`config.mk`:
```
export PLATFORM = sky130hd
export DESIGN_NAME = atomrvcore_hazard_ctrl
export DESIGN_NICKNAME = d
export VERILOG_FILES = /design/src/rtl/atomrvcore_pkg.sv /design/src/rtl/atomrvcore_sat_counter.sv /design/src/rtl/atomrvcore_hazard_ctrl.sv
export SDC_FILE = /design/constraint.sdc
export NUM_CORES = 1
export LEC_CHECK = 0
export CAP_MARGIN = 10
export CELL_PAD_IN_SITES_DETAIL_PLACEMENT = 0
export CELL_PAD_IN_SITES_GLOBAL_PLACEMENT = 1
export CORE_MARGIN = 2
export CORE_UTILIZATION = 33
export CTS_CLUSTER_SIZE = 25
export DETAILED_ROUTE_END_ITERATION = 16
export GPL_TIMING_DRIVEN = 0
export PLACE_DENSITY_LB_ADDON = 0.1
export SLEW_MARGIN = 20
export SYNTH_ARGS = -nofsm -noshare
export SYNTH_HDL_FRONTEND = slang
export SYNTH_SLANG_ARGS = --single-unit
```
`constraint.sdc`:
```
create_clock -name clk_i -period 2 [get_ports clk_i]
set_clock_uncertainty 0.2 [all_clocks]
set_input_delay 0.3 -clock clk_i [delete_from_list [all_inputs] [get_ports clk_i]]
set_output_delay 0.3 -clock clk_i [all_outputs]
set_load 0.1 [all_outputs]
```
`src/rtl/atomrvcore_pkg.sv`:
```
// Shared types for the atomRVCORE pipeline control logic.
package atomrvcore_pkg;

    // Hazard controller sequencing states; encoding 3 is unused.
    typedef enum logic [1:0] {
        BOOT  = 2'd0,
        RUN   = 2'd1,
        FLUSH = 2'd2
    } state_t;

    // ALU operand source select.
    typedef enum logic [1:0] {
        FWD_RF  = 2'b00,
        FWD_EX  = 2'b01,
        FWD_MEM = 2'b10
    } fwd_sel_t;

endpackage

```
`src/rtl/atomrvcore_sat_counter.sv`:
```
// Event counter that sticks at all-ones; cleared only by reset.
module atomrvcore_sat_counter #(
    parameter int unsigned CNT_WIDTH = 16
) (
    input  logic                 clk_i,
    input  logic                 rst_i,
    input  logic                 inc_i,
    output logic [CNT_WIDTH-1:0] cnt_o
);

    // Count qualifying events, holding once the counter is full.
    always_ff @(posedge clk_i or posedge rst_i) begin
        if (rst_i) begin
            cnt_o <= '0;
        end else if (inc_i && (cnt_o != '1)) begin
            cnt_o <= cnt_o + 1'b1;
        end
    end

endmodule

```
`src/rtl/atomrvcore_hazard_ctrl.sv`:
```
// Boot sequencing, hazard detection, flush/stall and operand forwarding for the
// fetch/decode/ALU/data-memory pipeline.
module atomrvcore_hazard_ctrl
    import atomrvcore_pkg::*;
#(
    parameter int unsigned REG_ADRESS_WIDTH = 5,
    parameter int unsigned BOOT_CYCLES      = 4,
    parameter int unsigned FLUSH_CYCLES     = 2,
    parameter int unsigned CNT_WIDTH        = 16
) (
    input  logic                        clk_i,
    input  logic                        rst_i,
    input  logic [REG_ADRESS_WIDTH-1:0] id_rs1_i,
    input  logic [REG_ADRESS_WIDTH-1:0] id_rs2_i,
    input  logic                        id_rs1_use_i,
    input  logic                        id_rs2_use_i,
    input  logic [REG_ADRESS_WIDTH-1:0] ex_rd_i,
    input  logic                        ex_rwr_en_i,
    input  logic                        ex_dr_en_i,
    input  logic [REG_ADRESS_WIDTH-1:0] mem_rd_i,
    input  logic                        mem_rwr_en_i,
    input  logic                        ex_br_taken_i,
    output logic                        PCrst_o,
    output logic                        stall_if_o,
    output logic                        stall_id_o,
    output logic                        flush_id_o,
    output logic                        flush_ex_o,
    output logic [1:0]                  fwd_a_o,
    output logic [1:0]                  fwd_b_o,
    output logic [1:0]                  state_o,
    output logic [CNT_WIDTH-1:0]        stall_cnt_o,
    output logic [CNT_WIDTH-1:0]        flush_cnt_o
);

    localparam int unsigned BOOT_W  = $clog2(BOOT_CYCLES) + 1;
    localparam int unsigned FLUSH_W = $clog2(FLUSH_CYCLES) + 1;
    localparam logic [BOOT_W-1:0]  BOOT_LAST  = BOOT_W'(BOOT_CYCLES - 1);
    localparam logic [FLUSH_W-1:0] FLUSH_INIT = FLUSH_W'(FLUSH_CYCLES - 1);

    state_t               state;
    logic [BOOT_W-1:0]    boot_cnt;
    logic [FLUSH_W-1:0]   flush_left;
    logic                 pc_rst;

    logic                 load_use;
    logic                 stall;
    logic                 flush_id;
    logic                 flush_ex;
    fwd_sel_t             fwd_a;
    fwd_sel_t             fwd_b;
    logic                 stall_inc;
    logic                 flush_inc;

    // Load in ALU stage whose destination is read by decode; x0 never matches.
    assign load_use = ex_dr_en_i && ex_rwr_en_i && (ex_rd_i != '0) &&
                      ((id_rs1_use_i && (id_rs1_i == ex_rd_i)) ||
                       (id_rs2_use_i && (id_rs2_i == ex_rd_i)));

    // Zero-latency stall/flush/forward decisions from current state and inputs.
    always_comb begin
        stall     = 1'b0;
        flush_id  = 1'b0;
        flush_ex  = 1'b0;
        fwd_a     = FWD_RF;
        fwd_b     = FWD_RF;
        stall_inc = 1'b0;
        flush_inc = 1'b0;
        case (state)
            RUN: begin
                // A taken branch squashes the hazard-carrying instruction anyway.
                if (ex_br_taken_i) begin
                    flush_id  = 1'b1;
                    flush_ex  = 1'b1;
                    flush_inc = 1'b1;
                end else if (load_use) begin
                    stall     = 1'b1;
                    flush_ex  = 1'b1;
                    stall_inc = 1'b1;
                end
                if (id_rs1_use_i && (id_rs1_i != '0) && ex_rwr_en_i && !ex_dr_en_i &&
                    (id_rs1_i == ex_rd_i)) begin
                    fwd_a = FWD_EX;
                end else if (id_rs1_use_i && (id_rs1_i != '0) && mem_rwr_en_i &&
                             (id_rs1_i == mem_rd_i)) begin
                    fwd_a = FWD_MEM;
                end
                if (id_rs2_use_i && (id_rs2_i != '0) && ex_rwr_en_i && !ex_dr_en_i &&
                    (id_rs2_i == ex_rd_i)) begin
                    fwd_b = FWD_EX;
                end else if (id_rs2_use_i && (id_rs2_i != '0) && mem_rwr_en_i &&
                             (id_rs2_i == mem_rd_i)) begin
                    fwd_b = FWD_MEM;
                end
            end
            default: begin
                // BOOT, FLUSH and the unused encoding keep the pipe squashed.
                flush_id = 1'b1;
                flush_ex = 1'b1;
            end
        endcase
    end

    // Sequencing FSM: boot window, run, and multi-cycle branch flush.
    always_ff @(posedge clk_i or posedge rst_i) begin
        if (rst_i) begin
            state      <= BOOT;
            boot_cnt   <= '0;
            flush_left <= '0;
            pc_rst     <= 1'b1;
        end else begin
            case (state)
                BOOT: begin
                    if (boot_cnt == BOOT_LAST) begin
                        state  <= RUN;
                        pc_rst <= 1'b0;
                    end else begin
                        boot_cnt <= boot_cnt + 1'b1;
                    end
                end
                RUN: begin
                    if (ex_br_taken_i && (FLUSH_CYCLES > 1)) begin
                        state      <= FLUSH;
                        flush_left <= FLUSH_INIT;
                    end
                end
                FLUSH: begin
                    if (flush_left <= FLUSH_W'(1)) begin
                        state <= RUN;
                    end else begin
                        flush_left <= flush_left - 1'b1;
                    end
                end
                default: begin
                    state    <= BOOT;
                    boot_cnt <= '0;
                    pc_rst   <= 1'b1;
                end
            endcase
        end
    end

    assign PCrst_o    = pc_rst;
    assign stall_if_o = stall;
    assign stall_id_o = stall;
    assign flush_id_o = flush_id;
    assign flush_ex_o = flush_ex;
    assign fwd_a_o    = fwd_a;
    assign fwd_b_o    = fwd_b;
    assign state_o    = state;

    atomrvcore_sat_counter #(
        .CNT_WIDTH (CNT_WIDTH)
    ) u_stall_cnt (
        .clk_i (clk_i),
        .rst_i (rst_i),
        .inc_i (stall_inc),
        .cnt_o (stall_cnt_o)
    );

    atomrvcore_sat_counter #(
        .CNT_WIDTH (CNT_WIDTH)
    ) u_flush_cnt (
        .clk_i (clk_i),
        .rst_i (rst_i),
        .inc_i (flush_inc),
        .cnt_o (flush_cnt_o)
    );

endmodule

```
After elaboration in Yosys (flattened, before gate mapping)
Index checks and enable logic that the tools add are counted.
{"block": "word_totals", "regBits": 40, "latch_bits": 0, "mem_bits_rw": 0, "mem_bits_ro": 0, "in_bits": 28, "out_inout_bits": 43, "elab_cells": 82, "n_memories": 0}
{"block": "op_classes", "add_sub_neg": 4, "multipliers": 0, "div_mod_pow": 0, "n_lt_le_gt_ge": 1, "eq_ne": 14, "shift": 0, "n_mux": 25, "n_bitwise": 1, "n_reduce_logical": 31}
{"cell": "16-bit by 1-bit adder with 16-bit output, second input constant", "count": 2}
{"cell": "16-bit inequality test, second input constant", "count": 2}
{"cell": "2-bit two-way mux", "count": 11}
{"cell": "5-bit equality test", "count": 4}
{"cell": "1-bit logical AND", "count": 19}
{"cell": "5-bit nonzero test", "count": 3}
{"cell": "2-bit inequality test, second input constant", "count": 5}
{"cell": "1-bit two-way mux", "count": 9}
{"cell": "2-bit one-hot mux with 3 select lines", "count": 1}
{"cell": "3-bit one-hot mux with 2 select lines", "count": 1}
{"cell": "3-bit AND reduction", "count": 2}
{"cell": "2-bit one-hot mux with 2 select lines", "count": 1}
{"cell": "2-bit AND reduction", "count": 2}
{"cell": "3-bit by 1-bit adder with 3-bit output, second input constant", "count": 1}
{"cell": "3-bit by 2-bit equality test with 1-bit output, second input constant", "count": 1}
{"cell": "3-bit two-way mux", "count": 1}
{"cell": "2-bit by 1-bit equality test with 1-bit output, second input constant", "count": 1}
{"cell": "2-bit equality test, second input constant", "count": 1}
{"cell": "2-bit by 1-bit less-or-equal comparator with 1-bit output, second input constant", "count": 1}
{"cell": "2-bit zero test", "count": 1}
{"cell": "1-bit one-hot mux with 2 select lines", "count": 1}
{"cell": "2-bit nonzero test", "count": 1}
{"cell": "2-bit OR reduction", "count": 1}
{"cell": "2-bit by 1-bit subtractor with 2-bit output, second input constant", "count": 1}
{"cell": "other kinds (3)", "count": 3}

Depth between registers and ports, before layout
{"block": "depth", "ltp_word": 8, "mapped_depth": 8, "mapped_depth_nobuf": 7}

Modules after synthesis
From an unflattened synthesis, not the netlist that was laid out.
{"block": "unflattened", "cells_unflattened": 240, "area_unflattened_um2": 2418.6}
{"module": "atomrvcore_sat_counter", "n_inst": 2, "cells_each": 71, "area_per_inst_um2": 805.8, "seq_area_each_um2": 400.4}
{"module": "atomrvcore_hazard_ctrl", "n_inst": 1, "cells_each": 98, "area_per_inst_um2": 807.0, "seq_area_each_um2": 201.4}

Least setup slack after synthesis
OpenSTA, ideal clock, no wires.
{"block": "synth_path", "kind": "flip-flop to output port", "from": "register state[0], in the netlist state_o[0]", "to": "output fwd_a_o[1]", "t_arrival_ps": 3538, "t_required_ps": 1500, "path_slack_ps": -2038, "stages_incl_launch_ff": 5, "n_path_buf": 1, "cell_sequence": "dfrtp_1 > ha_1 > buf_2 > nand4_1 > nor3_1"}
{"block": "synth_via", "elab_chain_cells": 2}
{"item": "start: declaration", "line": "atomrvcore_hazard_ctrl.sv:40", "text": "state_t state;"}
{"item": "start signal: assignment", "line": "atomrvcore_hazard_ctrl.sv:106", "text": "state <= BOOT;"}
{"item": "start signal: assignment", "line": "atomrvcore_hazard_ctrl.sv:114", "text": "state <= RUN;"}
{"item": "start signal: assignment", "line": "atomrvcore_hazard_ctrl.sv:122", "text": "state <= FLUSH;"}
{"item": "2-bit by 1-bit equality test with 1-bit output", "line": "atomrvcore_hazard_ctrl.sv:68", "text": "case (state)"}
{"item": "2-bit two-way mux", "line": "atomrvcore_hazard_ctrl.sv:68"}
{"item": "end: declaration", "line": "atomrvcore_hazard_ctrl.sv:28", "text": "output logic [1:0] fwd_a_o,"}
Every way passes these cells.

Worst setup path after layout
{"block": "layout_path", "from": "register state[1], in the netlist state_o[1]", "to": "output stall_if_o"}
{"block": "layout_via", "elab_chain_cells": 2}
{"item": "2-bit by 1-bit equality test with 1-bit output", "line": "atomrvcore_hazard_ctrl.sv:68"}
{"item": "1-bit two-way mux", "line": "atomrvcore_hazard_ctrl.sv:68"}
{"item": "end: declaration", "line": "atomrvcore_hazard_ctrl.sv:24", "text": "output logic stall_if_o,"}
Every way passes these cells.

==> reports/metrics.csv <==
metric,value,unit
placed cell count,420,
Rel. slew slack,63.5,%
startpoint class of the critical path,flip-flop,
crit path kind,reg -> out,
worst path cell trace,"inv_4, ha_4, and2b_2, o211ai_4, nor2_4, buf_12, buf_12",
Syn-to-layout area delta,68.3,%
CTS root buffer,clkbuf_8,
Top Ports,71,
GR Util All Layers,16.0,%
Cells after Synth,250,
Most used DFF post-synth,dfrtp_1,
Layout fillers,647,
Synth Register Bits,40,
router iterations before antenna repair,4,
CP required,1500,ps
Leakage,1.63,nW
fin area,4170,µm²
first-pass GRT wire length,10.8,mm
Synth cell types,39,
detailed-route via count,2293,
number of H-tree levels,2,
final net count,391,
pwr dens,861,nW/µm²
"Largest stage delay, worst path",510,ps
area of the mapped netlist,2480,µm²
Routed WL,6.60,mm
"Reg clk slew, reported paths",90,ps
critical path capture point type,output port,
CP Max Fanout,3,
hold buffer count at cts,0,
GRT Residual Overflow,0,
clk buf depth,2,
pre-CTS WS,-1770,ps
Final ANT Viol Nets,0,
slowest CP cell,dfrtp_4,
Final Setup Violations,23,
final setup margin,-245,ps
drt wl/cell,14.5,µm
unrepaired setup endpoints after global routing,yes,
Util after Layout,57.5,%
fin crit period,2250,ps
CTS tree,built,
DR DRC count,0,
critical path arrival,1750,ps
Antenna Cells,0,
dpl hpwl,4.62,mm
status,"complete, but fails checks",
Initial DRC Count,74,
PortBufs,70,
final hold violations,0,
Multi-input gate area,1750,µm²
Cell Rows,31,
worst hold slack,53.3,ps
"most used cell, CP",buf_12,
Slew @ Worst Pin,551,ps
ratio of final minimum period to clock period,112,%
maximum clock rate,445,MHz
RD Place Congestion,0.793,
worst min path class,in -> async,
die area,8220,µm²
Die X,90.7,µm
Final TNS setup,-2490,ps
synthesis warning total,0,
Seq. cell area,1070,µm²
Starting Density,34.2,%
asr flop ratio synth,100,%
Layout Cells excl Fill,454,
vias per inst,5.05,
Skew-Pair Late Insertion Delay,300,ps
max cap viols,0,
Avg Inst Size Synth,9.91,µm²
CTS buffer count,5,
initial antenna violation count,0,
area post-placement,3540,µm²
Die Ht,90.7,µm
Clock Sink Count,40,
Max IR drop VDD,0.323,mV
pin count of the biggest net entering global routing,30,
number of global-route vias before repair,2259,
syn nets,287,
max-slew violation count,0,
failing checks,negative setup slack,
Post-synth EDFFs,0,
Power Total,3.59,mW
core area,7250,µm²
sequential-to-total area share from yosys stat,40.4,%
ratio of cells with drive above 1 in the final layout,53.5,%
==> cells in the mapped netlist (4+ instances only) <==
cell,n,share of area [%]
xnor2_1,31,11
xor2_1,17,6.0
o2111ai_1,11,3.9
nor3_1,13,2.6
and3_1,7,1.8
buf_2,4,0.81
nand3_1,15,3.0
inv_1,9,1.4
and4_1,7,2.5
nor2_1,12,1.8
ha_1,9,4.5
and2_1,6,1.5
nand4_1,9,2.3
o21ai_0,13,2.6
dfrtp_1,39,39
nand2_1,11,1.7
==> routing by layer <==
| layer | routed length (µm) | vias up | track usage, % | share of wire, % |
|---|---|---|---|---|
| met5 | 0 | - | 0 | 0 |
| met4 | 48 | 0 | 3.46 | 0.73 |
| met3 | 272 | 6 | 3.42 | 4.1 |
| met2 | 3450 | 56 | 27.5 | 52 |
| met1 | 2830 | 1111 | 20.8 | 43 |
| li1 | - | 1120 | - | - |
==> final timing paths <==
kind	start	to	slack, ps	cells after the start
max in group asynchronous	rst_i	PCrst_o$_DFFE_PP1P_	1040	3
min reg2reg	u_flush_cnt.cnt_o[10]$_DFFE_PP0P_	u_flush_cnt.cnt_o[10]$_DFFE_PP0P_	270	1
max reg2reg	state_o[0]$_DFFE_PP0P_	state_o[1]$_DFFE_PP0P_	-190	7
min	rst_i	u_stall_cnt.cnt_o[1]$_DFFE_PP0P_	50	2
max	state_o[1]$_DFFE_PP0P_	stall_if_o	-250	7
min in group clk_i	u_flush_cnt.cnt_o[10]$_DFFE_PP0P_	u_flush_cnt.cnt_o[10]$_DFFE_PP0P_	270	1
==> logic make-up (layout without fill, tap and decap cells) <==
| kind of cell | Yosys count | in the layout | synth area share, % |
|---|---|---|---|
| XOR/XNOR | 48 | 48 | 17.0 |
| multiplexers | 4 | 4 | 1.97 |
| flip-flops | 40 | 40 | 40.4 |
| AO/OA/AOI/OAI | 40 | 40 | 11.9 |
| AND/OR/NAND/NOR | 93 | 93 | 20.8 |
| buffers and inverters | 16 | 121 | 3.38 |
| adder cells (fa/ha/maj) | 9 | 9 | 4.54 |
==> area by class of cell <==
type / instances / area share [%]
Multi-Input combinational cell: 194 / 41.9
Inverter: 9 / 0.930
Buffer: 4 / 1.29
Clock inverter: 3 / 1.11
Sequential cell: 40 / 25.6
Timing Repair Buffer: 100 / 24.5
Clock buffer: 5 / 1.65
Tap cell: 99 / 2.97
==> cell usage in the layout (no fill, tap or decap), types with 8 or more instances in the layout <==
cell type / synthesis / layout
dfrtp_4: 0 / 11
xor2_1: 17 / 15
dlygate4sd2_1: 0 / 8
dfrtp_2: 0 / 21
buf_12: 0 / 10
nand2_1: 11 / 9
nand4_1: 9 / 9
xnor2_1: 31 / 28
buf_4: 1 / 27
nand3_1: 15 / 14
clkdlybuf4s15_2: 0 / 35
==> state kept, by name (all words and copies together), names as in the netlist <==
| register | cells |
|---|---|
| flush_left | 2 |
| u_flush_cnt.cnt_o | 16 |
| boot_cnt | 3 |
| u_stall_cnt.cnt_o | 16 |
| state_o | 2 |
| PCrst_o | 1 |
==> repair_timing <==
action | CTS | global route
gates resized for setup | 252 | 38
buffers inserted | 21 | 10
endpoints found under the hold margin | 0 | 0
pin swaps | 16 | 19
setup endpoints to repair | 62 | 38
==> critical path: cells and delay by family, from the launching register on <==
family                     cells  cell delay, ps
adders and majority gates      1             140
AOI/OAI and AO/OA              1              90
buffers and inverters          3             340
DFF                            1             510
and+or+nand+nor                2             360
==> where the power goes <==
group | switching [mW] | internal [mW] | total [mW]
Sequential | 0.118 | 0.955 | 1.07
Combinational | 1.16 | 0.667 | 1.82
Clock | 0.319 | 0.376 | 0.695
Power figures use the tool's default switching activity.
